$ cat src/rtl/reset_sequencer_if.sv
// Soft-reset request/acknowledge handshake between a requester and the sequencer.
// Signals: soft_rst_req (level, held until ack), soft_rst_ack (one-cycle pulse).
interface reset_sequencer_if;
  logic soft_rst_req;
  logic soft_rst_ack;

  modport master (
    output soft_rst_req,
    input  soft_rst_ack
  );

  modport slave (
    input  soft_rst_req,
    output soft_rst_ack
  );
endinterface

$ cat src/rtl/reset_sequencer.sv
// Reset sequencer: synchronised release, hold, then per-domain release in order.
// Ports: clk, rst (async active-low), soft_if (slave: soft_rst_req/ack),
//        rst_out[NUM_OUT] (active-high domain resets), ready (all released).
// Optional: RESET_SEQ_REVERSE_EN staggers soft-reset assertion high-to-low.
module reset_sequencer #(
  parameter int STAGES      = 2,
  parameter int NUM_OUT     = 3,
  parameter int HOLD_CYCLES = 16,
  parameter int GAP_CYCLES  = 4
) (
  input  logic               clk,
  input  logic               rst,
  reset_sequencer_if.slave   soft_if,
  output logic [NUM_OUT-1:0] rst_out,
  output logic               ready
);

  localparam int MAXC = (HOLD_CYCLES > GAP_CYCLES) ?
                        HOLD_CYCLES : GAP_CYCLES;
  localparam int CW   = $clog2(MAXC + 1);
  localparam int IW   = (NUM_OUT > 1) ? $clog2(NUM_OUT) : 1;

  typedef enum logic [1:0] {
    S_HOLD,
    S_RELEASE,
    S_DONE,
    S_SOFT
  } state_t;

  logic [STAGES-1:0]  sync_q;
  logic               rst_sync;
  state_t             state_q, state_d;
  logic [CW-1:0]      cnt_q, cnt_d;
  logic [IW-1:0]      idx_q, idx_d;
  logic [NUM_OUT-1:0] out_q, out_d;
  logic               rdy_q, rdy_d;
  logic               ack_q, ack_d;
  logic               fin;
  logic               soft_go;

  assign rst_sync = sync_q[STAGES-1];

  always_ff @(posedge clk or negedge rst) begin
    if (!rst) begin
      sync_q <= '0;
    end else begin
      sync_q <= {sync_q[STAGES-2:0], 1'b1};
    end
  end

  always_ff @(posedge clk or negedge rst) begin
    if (!rst) begin
      state_q <= S_HOLD;
      cnt_q   <= '0;
      idx_q   <= '0;
      out_q   <= '1;
      rdy_q   <= 1'b0;
      ack_q   <= 1'b0;
    end else begin
      state_q <= state_d;
      cnt_q   <= cnt_d;
      idx_q   <= idx_d;
      out_q   <= out_d;
      rdy_q   <= rdy_d;
      ack_q   <= ack_d;
    end
  end

  always_comb begin
    state_d = state_q;
    cnt_d   = cnt_q;
    idx_d   = idx_q;
    out_d   = out_q;
    rdy_d   = rdy_q;
    ack_d   = 1'b0;
    fin     = 1'b0;
    soft_go = 1'b0;
    unique case (state_q)
      S_HOLD: begin
        // Waits for the synchronised release; after a soft reset it is already high.
        if (rst_sync) begin
          if (cnt_q == CW'(HOLD_CYCLES - 1)) begin
            cnt_d    = '0;
            idx_d    = '0;
            out_d[0] = 1'b0;
            if (NUM_OUT == 1) fin = 1'b1;
            else state_d = S_RELEASE;
          end else begin
            cnt_d = cnt_q + CW'(1);
          end
        end
      end
      S_RELEASE: begin
        if (cnt_q == CW'(GAP_CYCLES - 1)) begin
          cnt_d        = '0;
          idx_d        = idx_q + IW'(1);
          out_d[idx_d] = 1'b0;
          if (idx_d == IW'(NUM_OUT - 1)) fin = 1'b1;
        end else begin
          cnt_d = cnt_q + CW'(1);
        end
      end
      S_DONE: begin
        if (soft_if.soft_rst_req) soft_go = 1'b1;
      end
      S_SOFT: begin
`ifdef RESET_SEQ_REVERSE_EN
        if (cnt_q == CW'(GAP_CYCLES - 1)) begin
          cnt_d        = '0;
          idx_d        = idx_q - IW'(1);
          out_d[idx_d] = 1'b1;
          if (idx_d == '0) begin
            ack_d   = 1'b1;
            state_d = S_HOLD;
          end
        end else begin
          cnt_d = cnt_q + CW'(1);
        end
`else
        state_d = S_HOLD;
`endif
      end
      default: state_d = S_HOLD;
    endcase

    // A request pending when the last domain releases is served on that
    // same edge, so ready never shows a one-cycle blip.
    if (fin) begin
      if (soft_if.soft_rst_req) begin
        soft_go = 1'b1;
      end else begin
        state_d = S_DONE;
        rdy_d   = 1'b1;
      end
    end

    if (soft_go) begin
      rdy_d = 1'b0;
      cnt_d = '0;
`ifdef RESET_SEQ_REVERSE_EN
      idx_d              = IW'(NUM_OUT - 1);
      out_d[NUM_OUT-1]   = 1'b1;
      if (NUM_OUT == 1) begin
        ack_d   = 1'b1;
        state_d = S_HOLD;
      end else begin
        state_d = S_SOFT;
      end
`else
      out_d   = '1;
      ack_d   = 1'b1;
      state_d = S_HOLD;
`endif
    end
  end

  assign rst_out              = out_q;
  assign ready                = rdy_q;
  assign soft_if.soft_rst_ack = ack_q;

endmodule

$ cat src/flat_wrapper.sv
// flat-port wrapper written by rule: the top's interface ports become plain ports
module reset_sequencer_flat 
#(
  parameter int STAGES      = 2,
  parameter int NUM_OUT     = 3,
  parameter int HOLD_CYCLES = 16,
  parameter int GAP_CYCLES  = 4
)
  (clk, rst, rst_out, ready, soft_if_soft_rst_req, soft_if_soft_rst_ack);
  reset_sequencer_if soft_if_i ();
  input  logic clk;
  input  logic rst;
  output logic [NUM_OUT-1:0] rst_out;
  output logic ready;
  input wire logic [$bits(soft_if_i.soft_rst_req)-1:0] soft_if_soft_rst_req;
  output wire logic [$bits(soft_if_i.soft_rst_ack)-1:0] soft_if_soft_rst_ack;
  assign soft_if_i.soft_rst_req = soft_if_soft_rst_req;
  assign soft_if_soft_rst_ack = soft_if_i.soft_rst_ack;
  reset_sequencer #(.STAGES(STAGES), .NUM_OUT(NUM_OUT), .HOLD_CYCLES(HOLD_CYCLES), .GAP_CYCLES(GAP_CYCLES)) u_core (.clk(clk), .rst(rst), .soft_if(soft_if_i), .rst_out(rst_out), .ready(ready));
endmodule
$ cat config.mk
export PLATFORM = sky130hd
export DESIGN_NAME = reset_sequencer_flat
export DESIGN_NICKNAME = d
export VERILOG_FILES = /design/src/rtl/reset_sequencer_if.sv /design/src/rtl/reset_sequencer.sv /design/src/flat_wrapper.sv
export SDC_FILE = /design/constraint.sdc
export NUM_CORES = 1
export LEC_CHECK = 0
export BUFFER_PORTS_ARGS = -buffer_cell sky130_fd_sc_hd__buf_2
export CAP_MARGIN = 20
export CORE_MARGIN = 4
export CORE_UTILIZATION = 60
export CTS_BUF_LIST = sky130_fd_sc_hd__clkbuf_2 sky130_fd_sc_hd__clkbuf_4 sky130_fd_sc_hd__clkbuf_8
export CTS_CLUSTER_DIAMETER = 40
export CTS_CLUSTER_SIZE = 30
export DETAILED_ROUTE_END_ITERATION = 10
export GPL_TIMING_DRIVEN = 0
export PLACE_DENSITY = 0.8
export SLEW_MARGIN = 5
export SYNTH_ARGS = -nofsm -noshare
export SYNTH_HDL_FRONTEND = slang
export SYNTH_SLANG_ARGS = --single-unit
$ cat constraint.sdc
create_clock -name clk -period 1.9 [get_ports clk]
set_input_delay 0.095 -clock clk [delete_from_list [all_inputs] [get_ports clk]]
set_output_delay 0.095 -clock clk [all_outputs]
set_load 0.01 [all_outputs]
# Word-level counts from Yosys, hierarchy flattened
# Cells that the tools add are included.
[word_totals]
reg_bits = 16
input_bits = 3
output_inout_bits = 5
word_cells = 73
[classes]
addsub = 2
order_cmp = 2
eq_ne = 13
mux = 34
bitwise = 2
n_reduce_logical = 12
[op_table]
columns = ["cell", "n"]
rows = [
  ["5-bit 2-to-1 mux", 4],
  ["2-bit 2-to-1 mux", 9],
  ["1-bit 2-to-1 mux", 14],
  ["5-bit case mux with 2 select lines", 1],
  ["3-bit by 1-bit inequality test with 1-bit output (second input constant)", 3],
  ["2-bit by 1-bit inequality test with 1-bit output (second input constant)", 4],
  ["2-bit case mux with 2 select lines", 2],
  ["4-bit AND reduction", 2],
  ["2-bit nonzero test", 4],
  ["2-bit == test (second input constant)", 3],
  ["3-bit 2-to-1 mux", 2],
  ["2-bit AND reduction", 3],
  ["5-bit by 1-bit adder with 5-bit output (second input constant)", 1],
  ["5-bit by 2-bit == test with 1-bit output (second input constant)", 1],
  ["5-bit by 4-bit == test with 1-bit output (second input constant)", 1],
  ["3-bit AND", 1],
  ["2-bit by 3-bit < comparator with 1-bit output (second input constant)", 1],
  ["3-bit NOT", 1],
  ["3-bit nonzero test", 1],
  ["2-bit by 1-bit adder with 2-bit output (second input constant)", 1],
  ["1-bit demux with 2-bit select", 1],
  ["2-bit by 1-bit == test with 1-bit output (second input constant)", 1],
  ["2-bit by 1-bit greater-or-equal comparator with 1-bit output (second input constant)", 1],
  ["2-bit logical NOT", 1],
  ["2 further kinds", 2],
]

# Longest topological paths before layout
# Gate-level depths: netlist of the first run.
[depth]
depth_word = 10
ltp_mapped = 8
mapped_depth_nobuf = 8

# Least setup slack after synthesis of the first run
# Ideal clock, no wire load.
[synth_timing]
kind = "register to register"
start = "reg u_core.cnt_q[0]"
end = "reg u_core.cnt_q[3]"
setup_ns = 0.087
arrival_ns = 1.580
required_time_ns = 1.813
setup_slack_ns = 0.234
stages_incl_launch_ff = 9
n_path_buf = 0
synth_period_minus_slack_ns = 1.666
path_cell_list = "dfrtp_1 > ha_1 > nand3_1 > inv_1 > ha_1 > nor2b_1 > nor3_2 > nand3_1 > o211ai_1"
[synth_between]
elab_chain_cells = 6
elab_cells_between_ends = 14
cone_classes = "1 x add/sub; 3 x eq/ne; 8 x mux; 2 x reduce/logical"
[synth_rtl]
columns = ["element", "line", "rtl"]
rows = [
  ["start, declared", "reset_sequencer.sv:33", "logic [CW-1:0] cnt_q, cnt_d;"],
  ["start signal, assigned", "reset_sequencer.sv:61", "cnt_q <= cnt_d;"],
  ["parallel branches: the longest is 6 deep, another holds 5-bit by 1-bit adder with 5-bit output", "-", ""],
]
# Parallel ways; which one is timed is not known. The select of a mux whose other input is x is not followed.
# A chain may end at the register's enable or synchronous reset.

# Worst setup path after layout of the first run
[layout_timing]
start = "reg u_core.cnt_q[1]"
end = "reg u_core.cnt_q[2]"
# The elaborated chain is that of the path after synthesis.

==> run metrics, run 1 <==
DIE HEIGHT 47.6 µm; WL per Instance 15.9 µm; Largest stage delay, worst path between 0.4 and 0.5 ns; Post-Syn Area between 900 and 1000 µm²; most frequent cells after synthesis dfrtp_1, nand3_1, ha_1; post-route ant nets 0; Die W 47.6 µm; Syn Inst Count between 90 and 100; First DRT Iteration DRCs 21; vias between 700 and 800; minimum clock period between 1.5 and 2 ns; # clock sinks 16; total congestion overflow 0; GRT Overall Usage 0.208; worst-path fanout max 5; nature of the critical path startpoint flip-flop; slew of the pin with the lowest slew margin roughly 0.49 ns; crit path kind flip-flop to flip-flop; max-cap check violation count 0; Placeable Area around 1500 µm²; total CTS buffers 3; Boundary Pins 8; max-slew violation count 0; relative slew slack 0.667; Arrival @ worst endpoint roughly 2 ns; Synth-to-Final Area Change 15.8%; syn_area_per_cell 9.61 µm²; Rows 14; Final HPWL DP around 1.4 mm; Routed WL between 2 and 2.5 mm; Port Buffers 7; Synth Warn # 0; top-count cell post-synth dfrtp_1; delay-heaviest family, CP simple AND/OR/NAND/NOR gates; power density over the cells just over 1000 nW/µm²; fin cells 129; htree depth 1; Initial Util 0.633; worst skew pair latency 0.30 ns; Final Hold Fails 0; final setup fails 0; fmax around 560 MHz; Final nets 126; drt pass-1 iters 4; initial antenna violation count 0; DIE AREA around 2300 µm²; post-route cell area around 1100 µm²; dominant cell type by area after synthesis dfrtp_1; root buffer cell clkbuf_4; DRC Markers 0; Inserted Diodes 0; Synth top area share 0.345; slowest CP cell dfrtp_1; number of synthesized flops with an enable pin 0; HP Class primary input to flip-flop; Synthesized Nets 110; Placer Congestion approximately 0.85; CTS tree done; DR vias/cell between 6 and 7; maximum vdd drop 0.864 mV; deepest clock path buffer count 2; Crit path required time approximately 2.1 ns; Lkg Pwr 0.000505 µW; Post-synth top flop dfrtp_1; largest net degree at the start of global routing 17; register area share after synthesis 0.429; share of layout cells above drive strength 1 0.239; critical-path cell list ha_4 -> nand3_2 -> inv_1 -> ha_2 -> nor2b_1 -> nor3_2 -> buf_4 -> nand4b_1 -> a21oi_1; flops & latches, synth 16; Worst setup EP type flip-flop; # placed instances between 100 and 150; crit share post-route 0.948; status finished, final reports clean; clk slew on worst S/H paths around 0.09 ns; asr flop ratio synth 1.00; first-pass GRT wire length 3.10 mm; synth unique cells 32; worst path bufs/invs 2; vias in the first global route about 690; synth top area cells dfrtp_1, ha_1, dfstp_2; clock skew approximately 0.0028 ns; Placed Area roughly 1000 µm²
worst reg2reg max path, delay by kind of cell (launching register included):
kind | cells | cell delay (ns)
AOI/OAI and AO/OA | 1 | 0.15
adders and majority gates | 2 | 0.38
buffers and inverters | 2 | 0.21
DFF | 1 | 0.43
and+or+nand+nor | 4 | 0.57
kinds of logic (layout without fill, tap and decap cells):
group	after synthesis	after routing	synth area share
simple gates	40	40	0.234
compound gates	19	19	0.146
flops	16	16	0.429
buf+inv	12	27	0.0571
fa+ha+maj	9	9	0.120
other cells	1	1	0.00398
mux	1	1	0.0106
what timing repair did:
item | 4_1_cts | 5_1_grt
resized for setup | 0 | 5
endpoints found under the setup margin | 2 | 6
hold endpoints to repair | 16 | 0
hold buffers | 1 | 0
buffers inserted | 1 | 2
pin swaps | 0 | 3
through the flow:
stage / worst slack (ns) / util / TNS (ns) / hold slack, ns / total power, µW
6_report: 0.0993 / 0.733 / 0 / 0.0304 / 1110
5_1_grt: -0.0200 / 0.733 / -0.0244 / 0.0283 / 1180
2_1_floorplan: 0.234 / - / 0 / -0.201 / 705
3_3_place_gp: 0.0843 / 0.670 / 0 / 0.0210 / 768
4_1_cts: 0.0191 / 0.706 / 0 / 0.0139 / 1020
3_5_place_dp: -0.0125 / 0.670 / -0.0125 / 0.0258 / 786
state kept, by name, summed over array words and instances (netlist names):
name                         flops
u_core.cnt_q                     5
u_core.rst_out                   3
u_core.idx_q                     2
u_core.state_q                   2
u_core.sync_q                    2
u_core.ready                     1
u_core.soft_if.soft_rst_ack      1
where the power goes:
part	switching, µW	internal (µW)
clock network	113	117
registers	93.7	423
logic	182	178
total	388	719
layer usage:
metal / wire (µm) / share of wire / GRT usage
met1: 820 / 0.40 / 0.237
met2: 1050 / 0.51 / 0.332
met3: 111 / 0.054 / 0.0526
met4: 80 / 0.039 / 0.161
met5: 0 / 0 / 0
cells in the final DEF, fill, tap and decap left out, types with 2 or more instances in the layout:
master	netlist	final
a21oi_1	2	2
buf_4	0	3
nand3_1	10	8
o211ai_1	4	4
dfrtp_1	13	13
dfstp_2	3	3
ha_1	9	7
nand2b_1	2	2
inv_1	8	8
nand3_2	0	2
buf_2	1	8
nor2_1	8	8
nand2_1	8	8
clkbuf_4	0	3
o21ai_1	5	5
and2_1	2	2
nor2b_1	4	4
a211oi_1	2	2
area by class of cell:
type / instances / area, µm²
Timing Repair Buffer: 11 / 67.6
Tap cell: 16 / 20.0
Fill cell: 107 / 398
Inverter: 9 / 33.8
Buffer: 3 / 20.0
Clock buffer: 4 / 36.3
Sequential cell: 16 / 404
Multi-Input combinational cell: 70 / 509
path summary, 6_finish.rpt:
path | slack (ns) | start | cells after the start | end
setup reg to reg | 0.1 | u_core.cnt_q[1] | 9 | u_core.cnt_q[2]
hold reg to reg | 0.36 | u_core.sync_q[0] | 0 | u_core.sync_q[1]
hold / removal | 0.03 | soft_if_soft_rst_req | 2 | u_core.state_q[1]
max in group asynchronous | 1.37 | rst | 2 | u_core.rst_out[2]
min in group asynchronous | 0.23 | rst | 2 | u_core.idx_q[0]
setup / recovery | 0.1 | u_core.cnt_q[1] | 9 | u_core.cnt_q[2]
(Power assumes the default switching activity.)
==> inputs of run 2 (changes only) <==
CORE_UTILIZATION = 46   (was 60)
PLACE_DENSITY = 0.64   (was 0.8)
RECOVER_POWER = 25   (was default)
==> run 2 against run 1 <==
Net effect: final area grew 1.7%; routed wire length is 8.9% lower; die area grew 25%; worst hold slack better by 0.32 ns; maximum frequency rose by 2.6%; core utilization down 17 points; critical path type unchanged; largest cell class unchanged.
==> run metrics, run 2 (synthesis gave the netlist of run 1 again) <==
most common cell after layout, fill and taps aside dfrtp_1; nature of the critical path startpoint flip-flop; maximum vdd drop ~0.56 mV; Util after Layout 0.566; power density over the cells roughly 940 nW/µm²; final setup fails 0; CTS tree done; max-cap check violation count 0; deepest clock path buffer count 2; DIE HEIGHT approximately 53 µm; HP Class flip-flop to flip-flop; slew of the pin with the lowest slew margin approximately 0.85 ns; DR vias/cell between 5 and 6; clk slew on worst S/H paths approximately 0.09 ns; Inserted Diodes 0; total CTS buffers 3; Worst Setup SP u_core.cnt_q[1]; RSZ-0062 raised after global routing false; largest net degree at the start of global routing 17; post-route ant nets 0; register name with the most flops u_core.cnt_q; Lkg Pwr approximately 0.00050 µW; Final nets ~130; fill cell count 190; total congestion overflow 0; GRT Overall Usage 0.163; relative slew slack 0.432; htree depth 1; Worst setup EP type flip-flop; Multi-input gate area 512 µm²; # clock sinks 16; DIE AREA approximately 2800 µm²; Placer Congestion 0.767; vias approximately 720; initial antenna violation count 0; Crit path required time 2.12 ns; Die W 53.3 µm; vias in the first global route 703; clock skew approximately 0.0061 ns; most frequent cells in the layout dfrtp_1, inv_1, nand2_1, nor2_1, nand3_1; first-pass GRT wire length roughly 3.2 mm; Register Area slightly above 400 µm²; WHS approximately 0.35 ns; crit share post-route 0.923; Final Hold Fails 0; setup TNS 0 ns; Boundary Pins 8; fmax 570 MHz; WL per Instance ~13 µm; crit path kind flip-flop to flip-flop; drt pass-1 iters 4; root buffer cell clkbuf_4; Arrival @ worst endpoint roughly 2.0 ns; Rows 16; Final HPWL DP around 1.3 mm; Placeable Area roughly 2000 µm²; Synth-to-Final Area Change 17.8%; worst-path fanout max 3; First DRT Iteration DRCs 10; Routed WL approximately 1.9 mm; min-delay src u_core.sync_q[0]; minimum clock period ~1.8 ns; reg-to-reg startpoint u_core.cnt_q[1]; worst skew pair latency between 0.2 and 0.3 ns; DRC Markers 0; Initial Util 0.480; max-slew violation count 0; share of layout cells above drive strength 1 0.237; status finished, final reports clean; max FFs per register 5; Port Buffers 7
==> run 2: cell types whose count changed in the layout (fill, tap and decap cells not counted) <==
cell / before / now
buf_2: 8 / 7
clkbuf_1: 1 / 2
clkbuf_4: 3 / 4
clkbuf_8: 1 / 0
dlygate4sd3_1: 1 / 2
nor2b_1: 4 / 3
nor2b_2: 0 / 1
==> run 2: per-stage QoR <==
step | std cells | worst slack (ns) | cell area [µm²] | total power, µW
final | 141 | 0.145 | 1110 | 1050
after global routing | 141 | 0.00733 | 1110 | 1140
after CTS | 139 | 0.00380 | 1080 | 1010
after detailed placement | 132 | -0.0155 | 1010 | 787
after global placement | 132 | 0.0195 | 1010 | 772
after floorplan | 98 | 0.234 | 942 | 705
==> run 2: repair_timing <==
action	CTS	global route
gates cloned	0	0
pin swaps	2	4
hold endpoints to repair	14	0
resized for setup	2	4
hold buffers	2	0
setup buffers	1	2
setup endpoints to repair	1	5
==> run 2: final cells by class <==
cell class | instances | area share
buffer | 3 | 0.0180
clock buffer | 4 | 0.0271
inverter | 9 | 0.0304
multi-input combinational | 70 | 0.461
sequential | 16 | 0.364
tap | 27 | 0.0304
timing repair buffer | 12 | 0.0688
==> run 2: worst max-delay path, stage by stage (launching register included) <==
cell and delay [ns]:
dfrtp_1 0.43, ha_4 0.19, nand3_2 0.08, inv_1 0.05, ha_2 0.19, nor2b_2 0.16, nor3_2 0.19, buf_4 0.16
nand4b_1 0.09, a21oi_1 0.15
==> run 2: power by group <==
part	total [µW]	internal [µW]	switching, µW
clock	201	95.8	105
sequential	514	423	90.9
combinational	332	173	159
total	1050	692	356
==> run 2: worst paths after layout <==
path,depth (start not counted),endpoint,slack (ns)
worst max-delay path,9,u_core.cnt_q[2],0.15
worst min-delay path,0,u_core.sync_q[1],0.35
worst min register to register,0,u_core.sync_q[1],0.35
max in group asynchronous,2,u_core.cnt_q[1],0.96
worst max register to register,9,u_core.cnt_q[2],0.15
min in group asynchronous,2,u_core.idx_q[1],0.41
==> run 2: per-layer routing <==
| layer | track usage | share of wire |
|---|---|---|
| met5 | 0 | 0 |
| met4 | 0.0766 | 0.012 |
| met3 | 0.0338 | 0.040 |
| met2 | 0.257 | 0.48 |
| met1 | 0.209 | 0.47 |
==> inputs of run 3 (changes only) <==
PLACE_DENSITY = 0.71   (was 0.64)
==> run 3 against run 2 <==
Net effect: maximum frequency shrank 2.0%; sequential share of layout area up 0.45 points; total power up 1.0%; combinational power fell by 7.5%; clock power is 14% higher; final area down 0.90%; routed wire length is 3.6% higher; highest routed layer unchanged.
==> run metrics, run 3 (synthesis gave the netlist of run 1 again) <==
max FFs per register 5; Placeable Area 1960 µm²; crit path kind flip-flop to flip-flop; delay-heaviest family, CP simple AND/OR/NAND/NOR gates; WL per Instance between 10 and 15 µm; post-route ant nets 0; DIE AREA ~2800 µm²; vias in the first global route ~680; deepest clock path buffer count 2; max-slew violation count 0; Inserted Diodes 0; vias roughly 760; Initial Util 0.480; crit share post-route 0.942; # clock sinks 16; total CTS buffers 3; Boundary Pins 8; worst-path fanout max 5; fmax roughly 560 MHz; slowest CP cell dfrtp_2; register name with the most flops u_core.cnt_q; most frequent cells in the layout dfrtp_1, nand3_1, inv_1, nand2_1, nor2_1; DR vias/cell ~5.4; maximum vdd drop roughly 0.60 mV; max-cap check violation count 0; RSZ-0062 raised after global routing false; GRT Overall Usage 0.160; nature of the critical path startpoint flip-flop; largest net degree at the start of global routing 17; Die W between 50 and 60 µm; Placer Congestion between 0.7 and 0.8; total power approximately 1100 µW; worst setup margin 0.109 ns; total congestion overflow 0; post-route cell area 1100 µm²; Arrival @ worst endpoint about 2.0 ns; Largest stage delay, worst path 0.45 ns; relative slew slack 0.431; Routed WL between 1.5 and 2 mm; clock skew between 0.006 and 0.007 ns; worst path bufs/invs 2; most common cell after layout, fill and taps aside dfrtp_1; DIE HEIGHT 53.3 µm; status finished, final reports clean; drt pass-1 iters 4; Final nets about 130; setup TNS 0 ns; post-place setup slack slightly below 0.05 ns; CTS tree done; clk slew on worst S/H paths 0.10 ns; WHS about 0.36 ns; initial antenna violation count 0; HP Class flip-flop to flip-flop; Final HPWL DP between 1 and 1.5 mm; DRC Markers 0; slew of the pin with the lowest slew margin between 0.8 and 0.9 ns; first-pass GRT wire length around 3.2 mm; Crit path required time 2.12 ns; Placed Area 1010 µm²; Worst setup EP type flip-flop; Port Buffers 7; share of layout cells above drive strength 1 0.223; First DRT Iteration DRCs 18; htree depth 1; Lkg Pwr 0.000496 µW; worst skew pair latency approximately 0.30 ns; power density over the cells 962 nW/µm²; critical-path cell list ha_4 -> nand3_1 -> inv_1 -> ha_2 -> nor2b_1 -> nor3_2 -> buf_4 -> nand4b_1 -> a21oi_1; minimum clock period between 1.5 and 2 ns; Synth-to-Final Area Change 16.7%; root buffer cell clkbuf_4; Rows 16; final setup fails 0; Final Hold Fails 0
==> run 3: per-stage QoR <==
stage	instances	utilization
after floorplan	98	-
after global placement	132	0.515
after detailed placement	132	0.515
after CTS	138	0.544
after global routing	139	0.561
final	139	0.561
==> run 3: path summary, 6_finish.rpt <==
path                                  startpoint  cells after the start          endpoint  slack (ns)
worst max-delay path             u_core.cnt_q[0]                      9   u_core.cnt_q[2]        0.11
max in group asynchronous                    rst                      2   u_core.cnt_q[0]        0.91
worst min-delay path            u_core.sync_q[0]                      0  u_core.sync_q[1]        0.36
worst min register to register  u_core.sync_q[0]                      0  u_core.sync_q[1]        0.36
min in group asynchronous                    rst                      2   u_core.idx_q[1]        0.40
worst max register to register   u_core.cnt_q[0]                      9   u_core.cnt_q[2]        0.11
==> run 3: routing by layer <==
| layer | part of all wire | track usage | vias up |
|---|---|---|---|
| met5 | 0 | 0 | - |
| met1 | 0.46 | 0.216 | 366 |
| met3 | 0.043 | 0.0338 | 5 |
| met4 | 0.022 | 0.0894 | 0 |
| met2 | 0.47 | 0.235 | 18 |
| li1 | - | - | 366 |
==> run 3: layout make-up <==
cell class	instances	area [µm²]
plain buffers	3	20.0
clock buffers	4	36.3
fillers	187	862
inverters	9	33.8
multi-input cells	70	509
flip-flops and latches	16	405
well taps	27	33.8
repair buffers	10	61.3
==> run 3: what timing repair did <==
| action | CTS | global route |
|---|---|---|
| hold buffers | 2 | 0 |
| resized for setup | 0 | 6 |
| buffers inserted | 0 | 1 |
| endpoints found under the setup margin | 0 | 6 |
| endpoints found under the hold margin | 17 | 0 |
==> run 3: where the power goes <==
group | internal (µW) | switching, µW | total, µW
sequential | 425 | 96.6 | 522
combinational | 151 | 155 | 307
clock | 117 | 113 | 230
total | 694 | 365 | 1060
